`config.mk`:
```
export PLATFORM = sky130hd
export DESIGN_NAME = player_motion
export DESIGN_NICKNAME = d
export VERILOG_FILES = /design/src/rtl/game_pkg.sv /design/src/rtl/player_motion_step_ticker.sv /design/src/rtl/player_motion.sv
export SDC_FILE = /design/constraint.sdc
export NUM_CORES = 1
export LEC_CHECK = 0
export ABC_AREA = 0
export CORE_MARGIN = 2
export CORE_UTILIZATION = 35
export CTS_BUF_LIST = sky130_fd_sc_hd__clkbuf_16
export DETAILED_ROUTE_END_ITERATION = 16
export MAX_ROUTING_LAYER = met4
export PLACE_DENSITY = 0.63
export SETUP_SLACK_MARGIN = 0.5
export SLEW_MARGIN = 10
export SYNTH_ARGS = -nofsm -noshare
export SYNTH_HDL_FRONTEND = slang
export SYNTH_SLANG_ARGS = --single-unit
```
`constraint.sdc`:
```
create_clock -name clk -period 3.7 [get_ports clk]
set_input_delay 0.74 -clock clk [delete_from_list [all_inputs] [get_ports clk]]
set_output_delay 0.74 -clock clk [all_outputs]
set_load 0.01 [all_outputs]
```
`src/rtl/game_pkg.sv`:
```
// ---------------------------------------------------------------------------
// game_pkg
// Shared definitions for the Chun-Yi player sprite logic.
//   dir_t          : direction encoding (UP/DOWN/LEFT/RIGHT)
//   motion_state_t : player motion FSM states (IDLE/WALK)
//   COL_*          : bit positions inside the 4-bit wall collision vector
//   TILE           : sprite/tile edge length in pixels
//   col_bit()      : collision bit that guards a move in a given direction
//   on_grid()      : true when a coordinate sits on the tile grid
// ---------------------------------------------------------------------------
package game_pkg;

   typedef enum logic [1:0] {
      UP    = 2'd0,
      DOWN  = 2'd1,
      LEFT  = 2'd2,
      RIGHT = 2'd3
   } dir_t;

   typedef enum logic {
      IDLE = 1'b0,
      WALK = 1'b1
   } motion_state_t;

   localparam int COL_LEFT  = 0;
   localparam int COL_RIGHT = 1;
   localparam int COL_DOWN  = 2;
   localparam int COL_UP    = 3;

   localparam int unsigned TILE = 20;

   function automatic logic [1:0] col_bit(input dir_t d);
      logic [1:0] idx;
      case (d)
         UP:      idx = 2'(COL_UP);
         DOWN:    idx = 2'(COL_DOWN);
         LEFT:    idx = 2'(COL_LEFT);
         RIGHT:   idx = 2'(COL_RIGHT);
         default: idx = 2'(COL_LEFT);
      endcase
      return idx;
   endfunction

   function automatic logic on_grid(input logic [9:0] pos);
      return ((pos % 10'(TILE)) == 10'd0);
   endfunction

endpackage

```
`src/rtl/player_motion_step_ticker.sv`:
```
// ---------------------------------------------------------------------------
// step_ticker
// Free-running modulo-STEP_DIV counter. tick is high for the single cycle in
// which the count equals STEP_DIV-1; the count only returns to 0 on reset or
// on its natural wrap.
// Ports:
//   clk  : system clock
//   rst  : asynchronous active-high reset (count cleared to 0)
//   tick : high during the last cycle of each STEP_DIV period
// ---------------------------------------------------------------------------
module step_ticker #(
   parameter int STEP_DIV = 250000
) (
   input  logic clk,
   input  logic rst,
   output logic tick
);

   localparam int            CW   = $clog2(STEP_DIV);
   localparam logic [CW-1:0] LAST = CW'(STEP_DIV - 1);

   logic [CW-1:0] cnt_q;
   logic [CW-1:0] cnt_d;

   // Next count: wrap to zero after the last count of the period
   always_comb begin
      cnt_d = cnt_q;
      if (cnt_q == LAST) begin
         cnt_d = '0;
      end else begin
         cnt_d = cnt_q + CW'(1);
      end
   end

   // Counter register
   always_ff @(posedge clk or posedge rst) begin
      if (rst) begin
         cnt_q <= '0;
      end else begin
         cnt_q <= cnt_d;
      end
   end

   assign tick = (cnt_q == LAST);

endmodule

```
`src/rtl/player_motion.sv`:
```
// ---------------------------------------------------------------------------
// player_motion
// Registered position controller for the player sprite. Held direction keys
// become one-pixel steps, at most one per STEP_DIV cycles, refused when the
// wall detectors flag the move or when it would leave the playfield.
// Ports:
//   clk, rst                      : clock, asynchronous active-high reset
//   key_up/down/left/right        : debounced, clk-synchronous key levels
//   collision[3:0]                : OR of wall detectors for the current
//                                   position (bit0 L, bit1 R, bit2 D, bit3 U)
//   pos_h[9:0], pos_v[9:0]        : registered sprite position (top-left)
//   facing[1:0]                   : last requested direction (dir_t)
//   moving                        : high while the FSM is in WALK
//   step                          : one-cycle pulse after a position change
//   bump                          : one-cycle pulse after a refused step
// Build option:
//   PLAYER_GRID_SNAP_EN : once walking, keep stepping in the latched
//                         direction until both coordinates are on the
//                         20-pixel grid (a refused step ends the snap).
// ---------------------------------------------------------------------------
module player_motion
   import game_pkg::*;
#(
   parameter int H_INIT   = 300,
   parameter int V_INIT   = 220,
   parameter int H_MAX    = 620,
   parameter int V_MAX    = 460,
   parameter int STEP_DIV = 250000
) (
   input  logic       clk,
   input  logic       rst,
   input  logic       key_up,
   input  logic       key_down,
   input  logic       key_left,
   input  logic       key_right,
   input  logic [3:0] collision,
   output logic [9:0] pos_h,
   output logic [9:0] pos_v,
   output logic [1:0] facing,
   output logic       moving,
   output logic       step,
   output logic       bump
);

   localparam logic [9:0] H_INIT_C = 10'(H_INIT);
   localparam logic [9:0] V_INIT_C = 10'(V_INIT);
   localparam logic [9:0] H_MAX_C  = 10'(H_MAX);
   localparam logic [9:0] V_MAX_C  = 10'(V_MAX);

   logic          tick_s;
   motion_state_t state_q, state_d;
   logic [9:0]    pos_h_q, pos_h_d;
   logic [9:0]    pos_v_q, pos_v_d;
   dir_t          facing_q, facing_d;
   logic          step_q, step_d;
   logic          bump_q, bump_d;

   logic          req_valid_s;
   dir_t          req_dir_s;
   logic          snap_hold_s;
   dir_t          move_dir_s;
   logic          at_edge_s;
   logic          blocked_s;
   logic [9:0]    h_next_s;
   logic [9:0]    v_next_s;

   step_ticker #(
      .STEP_DIV (STEP_DIV)
   ) u_step_ticker (
      .clk  (clk),
      .rst  (rst),
      .tick (tick_s)
   );

   // Fixed-priority key arbitration: up > down > left > right
   always_comb begin
      req_valid_s = 1'b1;
      req_dir_s   = DOWN;
      if (key_up) begin
         req_dir_s = UP;
      end else if (key_down) begin
         req_dir_s = DOWN;
      end else if (key_left) begin
         req_dir_s = LEFT;
      end else if (key_right) begin
         req_dir_s = RIGHT;
      end else begin
         req_valid_s = 1'b0;
      end
   end

`ifdef PLAYER_GRID_SNAP_EN
   logic snap_brk_q, snap_brk_d;
   logic aligned_s;

   assign aligned_s   = on_grid(pos_h_q) && on_grid(pos_v_q);
   // While unaligned in WALK the keys are ignored unless a refusal broke the snap
   assign snap_hold_s = (state_q == WALK) && !aligned_s && !snap_brk_q;

   // A refused step hands control back to the keys until the grid or IDLE is reached
   always_comb begin
      snap_brk_d = snap_brk_q;
      if (tick_s) begin
         if (snap_hold_s && blocked_s) begin
            snap_brk_d = 1'b1;
         end else if (aligned_s || (state_d == IDLE)) begin
            snap_brk_d = 1'b0;
         end else begin
            snap_brk_d = snap_brk_q;
         end
      end else begin
         snap_brk_d = snap_brk_q;
      end
   end

   // Snap-break flag register
   always_ff @(posedge clk or posedge rst) begin
      if (rst) begin
         snap_brk_q <= 1'b0;
      end else begin
         snap_brk_q <= snap_brk_d;
      end
   end
`else
   assign snap_hold_s = 1'b0;
`endif

   // During a snap the latched direction replaces the arbitrated one
   assign move_dir_s = snap_hold_s ? facing_q : req_dir_s;

   // Playfield edge check and candidate position for the attempted direction
   always_comb begin
      at_edge_s = 1'b0;
      h_next_s  = pos_h_q;
      v_next_s  = pos_v_q;
      case (move_dir_s)
         UP: begin
            at_edge_s = (pos_v_q == 10'd0);
            v_next_s  = pos_v_q - 10'd1;
         end
         DOWN: begin
            at_edge_s = (pos_v_q == V_MAX_C);
            v_next_s  = pos_v_q + 10'd1;
         end
         LEFT: begin
            at_edge_s = (pos_h_q == 10'd0);
            h_next_s  = pos_h_q - 10'd1;
         end
         RIGHT: begin
            at_edge_s = (pos_h_q == H_MAX_C);
            h_next_s  = pos_h_q + 10'd1;
         end
         default: begin
            at_edge_s = 1'b1;
         end
      endcase
   end

   assign blocked_s = at_edge_s | collision[col_bit(move_dir_s)];

   // Motion FSM next state, position update and pulse generation
   always_comb begin
      state_d  = state_q;
      pos_h_d  = pos_h_q;
      pos_v_d  = pos_v_q;
      facing_d = facing_q;
      step_d   = 1'b0;
      bump_d   = 1'b0;
      if (tick_s) begin
         case (state_q)
            IDLE, WALK: begin
               // Release takes precedence over any collision on the same tick
               if (req_valid_s || snap_hold_s) begin
                  state_d  = WALK;
                  facing_d = move_dir_s;
                  if (blocked_s) begin
                     bump_d = 1'b1;
                  end else begin
                     pos_h_d = h_next_s;
                     pos_v_d = v_next_s;
                     step_d  = 1'b1;
                  end
               end else begin
                  state_d = IDLE;
               end
            end
            default: begin
               state_d = IDLE;
            end
         endcase
      end else begin
         state_d = state_q;
      end
   end

   // State, position and pulse registers
   always_ff @(posedge clk or posedge rst) begin
      if (rst) begin
         state_q  <= IDLE;
         pos_h_q  <= H_INIT_C;
         pos_v_q  <= V_INIT_C;
         facing_q <= DOWN;
         step_q   <= 1'b0;
         bump_q   <= 1'b0;
      end else begin
         state_q  <= state_d;
         pos_h_q  <= pos_h_d;
         pos_v_q  <= pos_v_d;
         facing_q <= facing_d;
         step_q   <= step_d;
         bump_q   <= bump_d;
      end
   end

   assign pos_h  = pos_h_q;
   assign pos_v  = pos_v_q;
   assign facing = facing_q;
   assign moving = (state_q == WALK);
   assign step   = step_q;
   assign bump   = bump_q;

endmodule

```
==> impl_metrics.tcl <==
set metrics [dict create \
    critical_path.cell_chain "clkdlybuf4s50_1 -> o21ai_2 -> buf_4 -> ha_1 -> mux4_2 -> a31oi_1 -> buf_4 -> o2111ai_4 -> buf_6 -> buf_4 -> o21ai_0" \
    required_ns 3.90 \
    powerDensity_nw_per_um2 361.9 \
    clkTransAtPathRegs_ns 0.06 \
    hpwl_um 4578 \
    grt_pass1_vias 2209 \
    fin_tns_setup_ns 0 \
    start_util_pct 35.79 \
    io_pins 35 \
    rsz0062_at_grt "false" \
    synthArstFlopShare_pct 100.0 \
    portBuffers 34 \
    yosysMostFrequentCell "dfrtp_1" \
    cts_hold_buf 0 \
    hold_violations 0 \
    hold_start "u_step_ticker.cnt_q[10]" \
    worstMarginPinSlew_ns 0.6453 \
    tritoncts "yes" \
    clock_path_buffers 2 \
    worstSkewPairLatency_ns 0.29 \
    synth_area_um2 2751 \
    vias 2337 \
    timing.max_cap.violations 0 \
    gp_congestion 0.8403 \
    post-route-min-period_ns 3.037 \
    p_leak_nw 1.514 \
    fill_cells 747 \
    synth_top_area_share_pct 30.01 \
    synth_area_leaders "dfrtp_1 30%, dfstp_2 9.5%, ha_1 9.5%" \
    die_w_um 92.66 \
    syn_to_final_growth_pct 30.20 \
    cts-htree-levels 2 \
    via_per_inst 5.217 \
    final-setup-viol-count 0 \
    diodes 0 \
    fmax_ghz 0.3292 \
    regArea_um2 1089 \
    fin_nets 377 \
    regToRegStartpoint "u_step_ticker.cnt_q[6]" \
    drt_first_pass_iters 4 \
    synth_nets 321 \
    core_region_area_um2 7687 \
    cts.sinks 43 \
    cp.arrival_ns 3.24 \
    crit_top_cell "buf_4" \
    worstSetupStartpointType "primary input" \
    grt_pass1_wl_um 10370 \
    crit_type "primary input to flip-flop" \
    skew_ns 0.008930 \
    drcViolationCount 0 \
    drive_above_1_share_pct 18.21 \
    critical-path-top-delay-family "buffers and inverters" \
    multiInputGateArea_um2 1673 \
    path_max_fanout 5 \
    slowest_delay_ns 0.50 \
    grt_use_total_pct 15.36 \
    synth_seq_area_share_pct 39.56 \
    grt_start_max_net_pins 27 \
    ant_nets 0 \
    synth-edff-count 0 \
    status "completed" \
    hp-class "flip-flop to flip-flop" \
    total_power_mw 1.297 \
    critPathLaunch "key_right" \
    die-area_um2 8586 \
    overflow 0 \
    drtIter0Drc 74 \
    yosysUniqueCellTypes 51 \
    num_rows 32 \
    yosys-top-cells-count "33 x dfrtp_1, 28 x nand2_1, 27 x o21ai_0, 22 x nor2_1, 21 x ha_1" \
    cpMaxStageDelayCell "mux4_2" \
    wl_um 6198 \
    synth_top_area_cell "dfrtp_1" \
    syn-mean-instance-area_um2 9.520 \
    vdd_drop_max_uv 193.0 \
    period_share_pct 82.09 \
    synth_top_flop_cell "dfrtp_1" \
    root_buffer "clkbuf_16" \
    utilization_pct 46.60 \
    cts_inserted_buffers 5 \
    slew_headroom_pct 56.58 \
    wl_per_cell_um 13.83 \
    slew_viol_final 0 \
    crit_buf_inv 5 \
    synth-seq-cells 43 \
    die_h_um 92.66 \
    yosys_warnings 0 \
    crit_path_end_kind "flip-flop" \
    syn_inst 289 \
    antenna_found_initial 0 \
    holdWs_ns 0.5060 \
]
==> registers in the layout, indices dropped and copies added (netlist names) <==
signal / cells
pos_v: 10
facing: 2
pos_h: 10
step: 1
bump: 1
u_step_ticker.cnt_q: 18
moving: 1
==> cell usage in the layout, fill, tap and decap left out, types with 2 or more instances in the layout <==
cell             netlist  final
dfrtp_1               33     33
nor4_2                 1      2
o21ai_0               27     22
and3_1                 4      4
clkbuf_16              0      5
nand2_1               28     28
ha_1                  21     20
or4b_2                 2      2
nor2_1                22     20
nor4_1                 4      3
nor2b_1                2      2
and4_1                 3      3
and2_1                 3      3
o211ai_1               3      3
dfstp_2               10     10
dlymetal6s2s_1         0      3
a2111oi_2              1      2
nand2b_1               2      2
nand3_1               10     10
a21o_1                 2      2
o21bai_1               3      3
nand4_1                3      3
nor3_1                11     11
o21ai_1                0      4
xnor2_1               17     17
buf_4                  0     17
nor4bb_1               2      2
inv_2                  0      2
or3_1                  4      4
nor2_2                 0      2
o2111ai_4              0      2
clkdlybuf4s50_1        0     31
xor2_1                17     17
a21oi_1               11      9
inv_1                 13     11
a21oi_2                0      2
buf_6                  0      2
==> report_power, final <==
group	internal, mW	switching [mW]
clock network	0.246	0.182
registers	0.497	0.0307
logic	0.171	0.169
total	0.915	0.382
==> cell type report <==
class	instances	area share [%]
Clock buffer	5	3.493
Clock inverter	3	0.4541
Inverter	13	1.362
Multi-Input combinational cell	228	46.70
Sequential cell	43	30.39
Tap cell	102	3.563
Timing Repair Buffer	54	14.04
==> stage by stage <==
step                      instances  instance area (um^2)  setup slack [ns]
after floorplan                 289                  2753            0.5739
after global placement          435                  3311            0.1505
after detailed placement        435                  3311            0.1092
after CTS                       443                  3478            0.4882
after global routing            448                  3582            0.5026
final                           448                  3582            0.6628
==> metal layers <==
layer | wire length (um) | global-route usage [%] | vias to the layer above
met4 | 43 | 4.534 | 0
met1 | 2980 | 20.13 | 1150
met2 | 2982 | 24.21 | 31
li1 | - | - | 1150
met3 | 192 | 3.173 | 6
met5 | 0 | - | -
==> final timing paths <==
check / to / slack (ns) / cells past startpoint
worst max-delay path: pos_v[7] / 0.66 / 11
max in group asynchronous: pos_v[4] / 2.19 / 3
worst min register to register: u_step_ticker.cnt_q[10] / 0.51 / 1
worst min-delay path: u_step_ticker.cnt_q[10] / 0.51 / 1
min in group asynchronous: pos_h[0] / 0.76 / 2
worst max register to register: pos_v[7] / 1.29 / 7
==> cell families (layout without fill, tap and decap cells) <==
| logic type | count (synthesis) | after routing | share of synthesized area, % |
|---|---|---|---|
| xor gates and xnor gates | 34 | 34 | 10.82 |
| buffers and inverters | 18 | 75 | 2.592 |
| AOI/OAI and AO/OA | 59 | 59 | 13.46 |
| adders and majority gates | 22 | 22 | 10.28 |
| DFF | 43 | 43 | 39.56 |
| muxes | 2 | 2 | 1.228 |
| and+or+nand+nor | 111 | 111 | 22.06 |
==> repair_timing <==
| action | 4_1_cts | 5_1_grt |
|---|---|---|
| gates cloned | 0 | 1 |
| gates resized for setup | 6 | 19 |
| endpoints found under the hold margin | 0 | 0 |
| pin swaps | 1 | 3 |
| endpoints found under the setup margin | 12 | 20 |
| setup buffers | 0 | 4 |
Power figures use the tool's default switching activity.
